==> config.mk <==
export PLATFORM = sky130hd
export DESIGN_NAME = mem_arbiter
export DESIGN_NICKNAME = d
export VERILOG_FILES = /design/src/rtl/mem_arbiter.sv
export SDC_FILE = /design/constraint.sdc
export NUM_CORES = 1
export LEC_CHECK = 0
export BUFFER_PORTS_ARGS = -buffer_cell sky130_fd_sc_hd__buf_2
export CORE_AREA = 2 2 103 105
export DETAILED_ROUTE_END_ITERATION = 8
export DIE_AREA = 0 0 105 107
export PLACE_DENSITY = 0.93
export SYNTH_ARGS = -nofsm -noshare
export SYNTH_HDL_FRONTEND = slang
export SYNTH_SLANG_ARGS = --single-unit
==> constraint.sdc <==
create_clock -name CLK -period 2.53 [get_ports CLK]
set_clock_uncertainty 0.1 [all_clocks]
set_input_delay 0 -clock CLK [delete_from_list [all_inputs] [get_ports CLK]]
set_output_delay 0 -clock CLK [all_outputs]
set_load 0.01 [all_outputs]
==> src/rtl/mem_arbiter.sv <==
// mem_arbiter: shares a single-port RAM between an instruction port and a
// data port. Data normally wins, but after MAXD back-to-back data grants a
// waiting instruction fetch is served first. Every access is bounded by a
// TIMEOUT-cycle watchdog that aborts it with a 32'hDEADBEEF result and an err pulse.
module mem_arbiter #(
    parameter int TIMEOUT = 16,
    parameter int MAXD    = 4
) (
    input  logic        CLK,
    input  logic        RST,
    input  logic        iREN,
    input  logic [31:0] iaddr,
    output logic        iwait,
    output logic [31:0] iload,
    input  logic        dREN,
    input  logic        dWEN,
    input  logic [31:0] daddr,
    input  logic [31:0] dstore,
    output logic        dwait,
    output logic [31:0] dload,
    output logic        ramREN,
    output logic        ramWEN,
    output logic [31:0] ramaddr,
    output logic [31:0] ramstore,
    input  logic [31:0] ramload,
    input  logic        ramready,
    output logic        err
);

    localparam int WW = (TIMEOUT > 1) ? $clog2(TIMEOUT) : 1;
    localparam int DW = (MAXD > 0) ? $clog2(MAXD + 1) : 1;
    localparam logic [WW-1:0] WAIT_LAST = WW'(TIMEOUT - 1);
    localparam logic [DW-1:0] DCNT_MAX  = DW'(MAXD);
    localparam logic [31:0]   ABORT_VAL = 32'hDEADBEEF;

    typedef enum logic [1:0] {
        IDLE = 2'd0,
        IACC = 2'd1,
        DACC = 2'd2
    } state_t;

    state_t        state_q, state_d;
    logic          ram_ren_q, ram_ren_d;
    logic          ram_wen_q, ram_wen_d;
    logic [31:0]   ramaddr_q, ramaddr_d;
    logic [31:0]   ramstore_q, ramstore_d;
    logic [DW-1:0] dcnt_q, dcnt_d;
    logic [WW-1:0] wcnt_q, wcnt_d;
    logic          err_q, err_d;

    logic in_iacc;
    logic in_dacc;
    logic in_access;
    logic d_req;
    logic pick_d;
    logic timeout;
    logic finish;

    // Decode the current access and decide whether it ends this cycle.
    always_comb begin
        in_iacc   = (state_q == IACC);
        in_dacc   = (state_q == DACC);
        in_access = in_iacc | in_dacc;
        d_req     = dREN | dWEN;
        pick_d    = d_req & ~(iREN & (dcnt_q == DCNT_MAX));
        timeout   = in_access & ~ramready & (wcnt_q == WAIT_LAST);
        finish    = in_access & (ramready | timeout);
    end

    // Next-state logic: grant from IDLE, hold the command until ready or timeout.
    always_comb begin
        state_d    = state_q;
        ram_ren_d  = ram_ren_q;
        ram_wen_d  = ram_wen_q;
        ramaddr_d  = ramaddr_q;
        ramstore_d = ramstore_q;
        dcnt_d     = dcnt_q;
        wcnt_d     = wcnt_q;
        err_d      = 1'b0;
        case (state_q)
            IDLE: begin
                if (pick_d) begin
                    state_d    = DACC;
                    ram_wen_d  = dWEN;
                    ram_ren_d  = ~dWEN;
                    ramaddr_d  = daddr;
                    ramstore_d = dstore;
                    wcnt_d     = '0;
                    err_d      = dREN & dWEN;
                    if (dcnt_q != DCNT_MAX) begin
                        dcnt_d = dcnt_q + 1'b1;
                    end
                end else if (iREN) begin
                    state_d    = IACC;
                    ram_ren_d  = 1'b1;
                    ram_wen_d  = 1'b0;
                    ramaddr_d  = iaddr;
                    ramstore_d = '0;
                    wcnt_d     = '0;
                    dcnt_d     = '0;
                end
            end
            IACC, DACC: begin
                if (finish) begin
                    state_d    = IDLE;
                    ram_ren_d  = 1'b0;
                    ram_wen_d  = 1'b0;
                    ramaddr_d  = '0;
                    ramstore_d = '0;
                    wcnt_d     = '0;
                end else begin
                    wcnt_d = wcnt_q + 1'b1;
                end
            end
            default: begin
                state_d    = IDLE;
                ram_ren_d  = 1'b0;
                ram_wen_d  = 1'b0;
                ramaddr_d  = '0;
                ramstore_d = '0;
                wcnt_d     = '0;
            end
        endcase
    end

    // State and RAM command registers; reset abandons any access in flight.
    always_ff @(posedge CLK or posedge RST) begin
        if (RST) begin
            state_q    <= IDLE;
            ram_ren_q  <= 1'b0;
            ram_wen_q  <= 1'b0;
            ramaddr_q  <= '0;
            ramstore_q <= '0;
            dcnt_q     <= '0;
            wcnt_q     <= '0;
            err_q      <= 1'b0;
        end else begin
            state_q    <= state_d;
            ram_ren_q  <= ram_ren_d;
            ram_wen_q  <= ram_wen_d;
            ramaddr_q  <= ramaddr_d;
            ramstore_q <= ramstore_d;
            dcnt_q     <= dcnt_d;
            wcnt_q     <= wcnt_d;
            err_q      <= err_d;
        end
    end

    // Requester handshake: results are visible only in the completion cycle.
    always_comb begin
        iwait = iREN & ~(in_iacc & (ramready | timeout));
        dwait = d_req & ~(in_dacc & (ramready | timeout));
        iload = '0;
        dload = '0;
        if (in_iacc) begin
            if (ramready) begin
                iload = ramload;
            end else if (timeout) begin
                iload = ABORT_VAL;
            end
        end
        if (in_dacc) begin
            if (ramready) begin
                dload = ram_wen_q ? 32'h0 : ramload;
            end else if (timeout) begin
                dload = ABORT_VAL;
            end
        end
        err = err_q | timeout;
    end

    assign ramREN   = ram_ren_q;
    assign ramWEN   = ram_wen_q;
    assign ramaddr  = ramaddr_q;
    assign ramstore = ramstore_q;

endmodule
* Yosys cells after proc, flatten, opt, wreduce, memory -nomap -nowiden
Index checks and enable logic that the tools add are counted.
** Word-level totals
- Bits in registers :: 76
- Input bits :: 134
- Output and inout port bits :: 133
** Cells by class
- Add/subtract/negate cells :: 2
- Equal/unequal tests :: 8
- Mux-type cells :: 33
- Bitwise gates (word level) :: 19
- Reduce and logical (&&, ||, !) cells :: 5
** Operator list (count)
- 2-to-1 mux 32 bit :: 11
- one-hot mux 32 bit (2 select lines) :: 2
- 2-to-1 mux 4 bit :: 3
- AND 1 bit :: 10
- 2-to-1 mux 3 bit :: 3
- one-hot mux 4 bit (2 select lines) :: 1
- 2-to-1 mux 1 bit :: 7
- 2-to-1 mux 2 bit :: 3
- != test 3 bit, second input constant :: 2
- NOT 1 bit :: 5
- adder 4 x 1 -> 4 bit, second input constant :: 1
- == test 4 bit, second input constant :: 1
- OR 1 bit :: 4
- one-hot mux 1 bit (2 select lines) :: 2
- one-hot mux 2 bit (2 select lines) :: 1
- adder 3 x 1 -> 3 bit, second input constant :: 1
- == test 3 bit, second input constant :: 1
- AND reduction 3 bit :: 1
- == test 2 x 1 -> 1 bit, second input constant :: 1
- == test 2 bit, second input constant :: 1
- logical NOT 2 bit :: 1
- != test 2 x 1 -> 1 bit, second input constant :: 1
- != test 2 bit, second input constant :: 1
- AND reduction 2 bit :: 1
- 2 further kinds :: 2

* Depth between registers and ports, before layout
- Depth after elaboration :: 8
- Gate-level depth with buffers :: 8

* Least setup slack after synthesis
OpenSTA, ideal clock, no wires.
- Kind :: reg2reg
- Start :: register state_q[0]
- End :: register ramaddr_q[10] (netlist: ramaddr[10])
- Arrival :: 1518 ps
- Data required time :: 2311 ps
- Setup slack :: 793 ps
- Stages on the path, launching flop included :: 8
- Path buffers :: 1
- Clock period less this slack :: 1737 ps
- Cell sequence :: dfrtp_1 > inv_1 > ha_1 > nor2b_1 > nand2_1 > nand3_4 > buf_6 > o21ai_2
** On the way
- Cells in the longest elaborated chain, start to end :: 8
- Elaborated cells between the ends (all ways) :: 13
- Those cells by class :: 4 x eq/ne; 1 x mux; 5 x bitwise; 3 x reduce/logical
** RTL lines
- start, declared :: RTL line 42 : state_t state_q, state_d;
- start signal, assigned :: RTL line 138 : state_q <= state_d;
- == test 2 x 1 -> 1 bit / == test 2 bit (equally long branches) :: RTL line 61, 80, 62
- OR 1 bit :: RTL line 63 : in_access = in_iacc | in_dacc;
- AND 1 bit (2 in a row) :: RTL line 66 : timeout = in_access & ~ramready & (wcnt_q == WAIT_LAST);
- OR 1 bit :: RTL line 67 : finish = in_access & (ramready | timeout);
- AND 1 bit :: RTL line 67
- != test 2 bit (no line)
- AND reduction 2 bit (no line)
- end signal, assigned :: RTL line 141 : ramaddr_q <= ramaddr_d;
- end, declared :: RTL line 45 : logic [31:0] ramaddr_q, ramaddr_d;
Several ways; a longest one is shown, not always the timed one.
A chain may end at the register's enable or synchronous reset.

* Worst setup path after layout
- Start :: register dcnt_q[0]
- End :: register ramaddr_q[3] (netlist: ramaddr[3])
** On the way
- Cells in the longest elaborated chain, start to end :: 6
- Elaborated cells between the ends (all ways) :: 8
- Those cells by class :: 2 x eq/ne; 2 x mux; 3 x bitwise; 1 x reduce/logical
** RTL lines
- start, declared :: RTL line 47 : logic [DW-1:0] dcnt_q, dcnt_d;
- start signal, assigned :: RTL line 143 : dcnt_q <= dcnt_d;
- == test 3 bit * :: RTL line 65 : pick_d = d_req & ~(iREN & (dcnt_q == DCNT_MAX));
- AND 1 bit * :: RTL line 65
- NOT 1 bit * :: RTL line 65
- AND 1 bit * :: RTL line 65
- 2-to-1 mux 32 bit / != test 3 bit (equally long branches)
- one-hot mux 32 bit (2 select lines) / AND reduction 2 bit (equally long branches)
Mark *: on every way between the ends. The rest lies on a longest branch, timed or not.

==> impl_metrics.csv <==
group,metric,value,unit
run_status,outcome,"completed",
routing,num_vias,5206,
timing,setup_slack,0.0838,ns
routing,drc,0,
floorplan,die_area,11200,sq um
pwr,p_sw,2.70,mW
place,dpl_cell_area,5810,sq um
layout,area_growth,62.3,%
timing,max-slew-margin-rel,56.1,%
yosys,yosys.area.top_type_share,43.3,%
clock_tree,cts_buffers,9,
pwr,power.density,884,nW/um^2
floorplan,ioPinCount,267,
layout,design_area,7130,sq um
floorplan,die_h,107,um
layout,final_common_cell,"buf_2",
setup_path,worstPathMaxFanout,8,
global_routing,grt_max_degree,65,
pwr,comb_power_share,53.1,%
pwr,ir_worst_vdd,0.475,mV
timing,rsz0062_at_grt,"false",
yosys,synthCells,493,
timing,hold_viol,0,
setup_path,cp.required,2.67,ns
clock_tree,htree_levels,3,
timing,setup_viol,0,
yosys,ys_warn_count,0,
routing,drt-total-wl,17100,um
timing,setup-tns-final,0,ns
timing,fin_crit,2.45,ns
clock_tree,cts_buffer_depth,2,
routing,detail_route.wl_per_cell,17.1,um
pwr,power,6.30,mW
yosys,yosysTopAreaCell,"dfrtp_1",
layout,fin_nets,1002,
pwr,p_int,3.60,mW
routing,avgViaCountPerCell,5.20,
yosys,synth_edf_count,0,
setup_path,cp-start-kind,"flop",
yosys,postSynthNetCount,633,
yosys,ys_async_sr_fraction,100,%
setup_path,end_kind,"flop",
routing,drt_pass1_iterations,5,
pwr,p_sw_share,42.8,%
floorplan,start_util,43.5,%
yosys,ys_seq_area_share,43.3,%
routing,drt_iter0_drc,440,
place,hpwl,9850,um
timing,worstMarginPinSlew,0.658,ns
place,gp_congestion,0.877,
layout,fillers,732,
layout,drive_gt1_share,40.6,%
pwr,clkPwrFrac,14.3,%
pwr,p_seq_share,32.6,%
yosys,synth.top_cells.by_area,"dfrtp_1 43%, mux2i_1 7.5%, nand2_1 7.0%, o31ai_1 5.5%, inv_1 5.2%",
layout,layout_common_cells,"266 x buf_2, 100 x dlygate4sd3_1, 81 x nand2_1",
place,place_ws,0.502,ns
global_routing,grt_pass1_wl,25800,um
routing,detail-route-antenna-nets,0,
yosys,synth_flop_cell,"dfrtp_1",
yosys,synth_cell_types,35,
clock_tree,clkTransAtPathRegs,0.08,ns
global_routing,grtUsageTotal,29.3,%
clock_tree,clockRootBuffer,"clkbuf_8",
layout,multi_input_area,2040,sq um
floorplan,rows,37,
clock_tree,clock_latency,0.34,ns
setup_path,r2r_slack,0.08,ns
timing,finalCritPeriodShare,96.7,%
min_path,worstHoldPathType,"in2reg",
floorplan,die_w,105,um
clock_tree,cts.sinks,76,
layout,regArea,1900,sq um
timing,timing.hold.ws,0.0731,ns
global_routing,grt-ovfl-total,0,
yosys,synth_seq_cells,76,
clock_tree,cts_tree,"built",
setup_path,critPathKind,"reg2reg",
layout,antennaDiodeCount,0,
pwr,p_leak,4.02,nW
yosys,syn_area,4390,sq um
place,portBuffers,266,
job,drv_cap,0,
global_routing,grt_pass1_vias,5195,
timing,max_freq,409,MHz
setup_path,crit_arrival,2.58,ns
yosys,syn_area_per_cell,8.90,sq um
global_routing,antenna_found_initial,1,
floorplan,core_region_area,10100,sq um
timing,drv_slew,0,
==> power by group through the flow <==
stage                     clock network [mW]  logic [mW]  registers (mW)
after CTS                              0.927        3.12            2.03
final                                  0.899        3.35            2.05
after floorplan                            0        1.75            2.20
after global placement                     0        2.87            2.02
after detailed placement                   0        2.96            2.04
after global routing                   0.977        3.60            2.11
==> flip-flops by register name (all words and copies together) (netlist names) <==
register and cells:
ramREN 1, dcnt_q 3, ramWEN 1, state_q 2, err_q 1, ramaddr 32
wcnt_q 4, ramstore 32
==> synthesized netlist by cell type, types with 2 or more instances <==
cell       n
mux2i_1   33
inv_1     61
nand2_1   82
dfrtp_1   76
buf_4      4
ha_1       6
o21ai_0   26
nor3_1     2
o21ai_1   11
buf_2      5
a21oi_1   27
nand3_1    4
nand2_2    7
nor2_1    10
a21o_1     5
and3_1    33
buf_6     13
o31ai_1   32
o21ai_2   25
clkbuf_1  16
==> worst max-delay path, stage by stage (launching register included) <==
cell and delay (ns):
dfrtp_1 0.40, inv_1 0.08, ha_1 0.26, nand3_4 0.15, o21ai_4 0.17, buf_4 0.26
mux2i_1 0.27, dlygate4sd3_1 0.60, o21ai_1 0.06
==> through the flow <==
step / std cells / utilization (%)
finish: 1002 / 70.6
global route: 1002 / 70.6
CTS: 989 / 69.4
detailed placement: 874 / 57.6
global placement: 874 / 57.6
floorplan: 493 / -
==> layout make-up <==
| class | instances | area share [%] |
|---|---|---|
| clock buffer | 9 | 1.74 |
| clock inverter | 6 | 0.896 |
| inverter | 61 | 3.23 |
| multi-input combinational | 319 | 28.6 |
| sequential | 76 | 26.7 |
| tap | 136 | 2.39 |
| timing repair buffer | 395 | 36.5 |
==> final timing paths <==
path / from / end / cells past startpoint
worst max-delay path: dcnt_q[0]$_DFFE_PP0P_ / ramaddr[3]$_DFFE_PP0P_ / 8
worst min-delay path: iREN / dcnt_q[0]$_DFFE_PP0P_ / 4
worst max register to register: dcnt_q[0]$_DFFE_PP0P_ / ramaddr[3]$_DFFE_PP0P_ / 8
worst min register to register: ramstore[24]$_DFFE_PP0P_ / ramstore[24]$_DFFE_PP0P_ / 2
max in group asynchronous: RST / wcnt_q[3]$_DFFE_PP0P_ / 4
min in group asynchronous: RST / ramstore[13]$_DFFE_PP0P_ / 3
==> metal layers <==
layer | wire, um | vias to the layer above | track usage (%)
met1 | 5820 | 2394 | 30.0
met3 | 1360 | 90 | 6.81
met4 | 1080 | 2 | 18.9
met2 | 8840 | 327 | 53.5
li1 | - | 2393 | -
met5 | 12 | - | 0
==> kinds of logic after synthesis <==
logic type | after synthesis | share of synthesized area (%)
compound gates | 133 | 20.0
fa+ha+maj | 6 | 1.71
buf+inv | 99 | 11.2
flops | 76 | 43.3
mux | 33 | 7.53
simple gates | 146 | 16.2
==> repair_timing <==
action	in CTS	in global routing
buffers inserted	0	12
hold endpoints to repair	90	0
endpoints found under the setup margin	0	47
resized for setup	0	7
hold buffers	100	0
(Power assumes the default switching activity.)
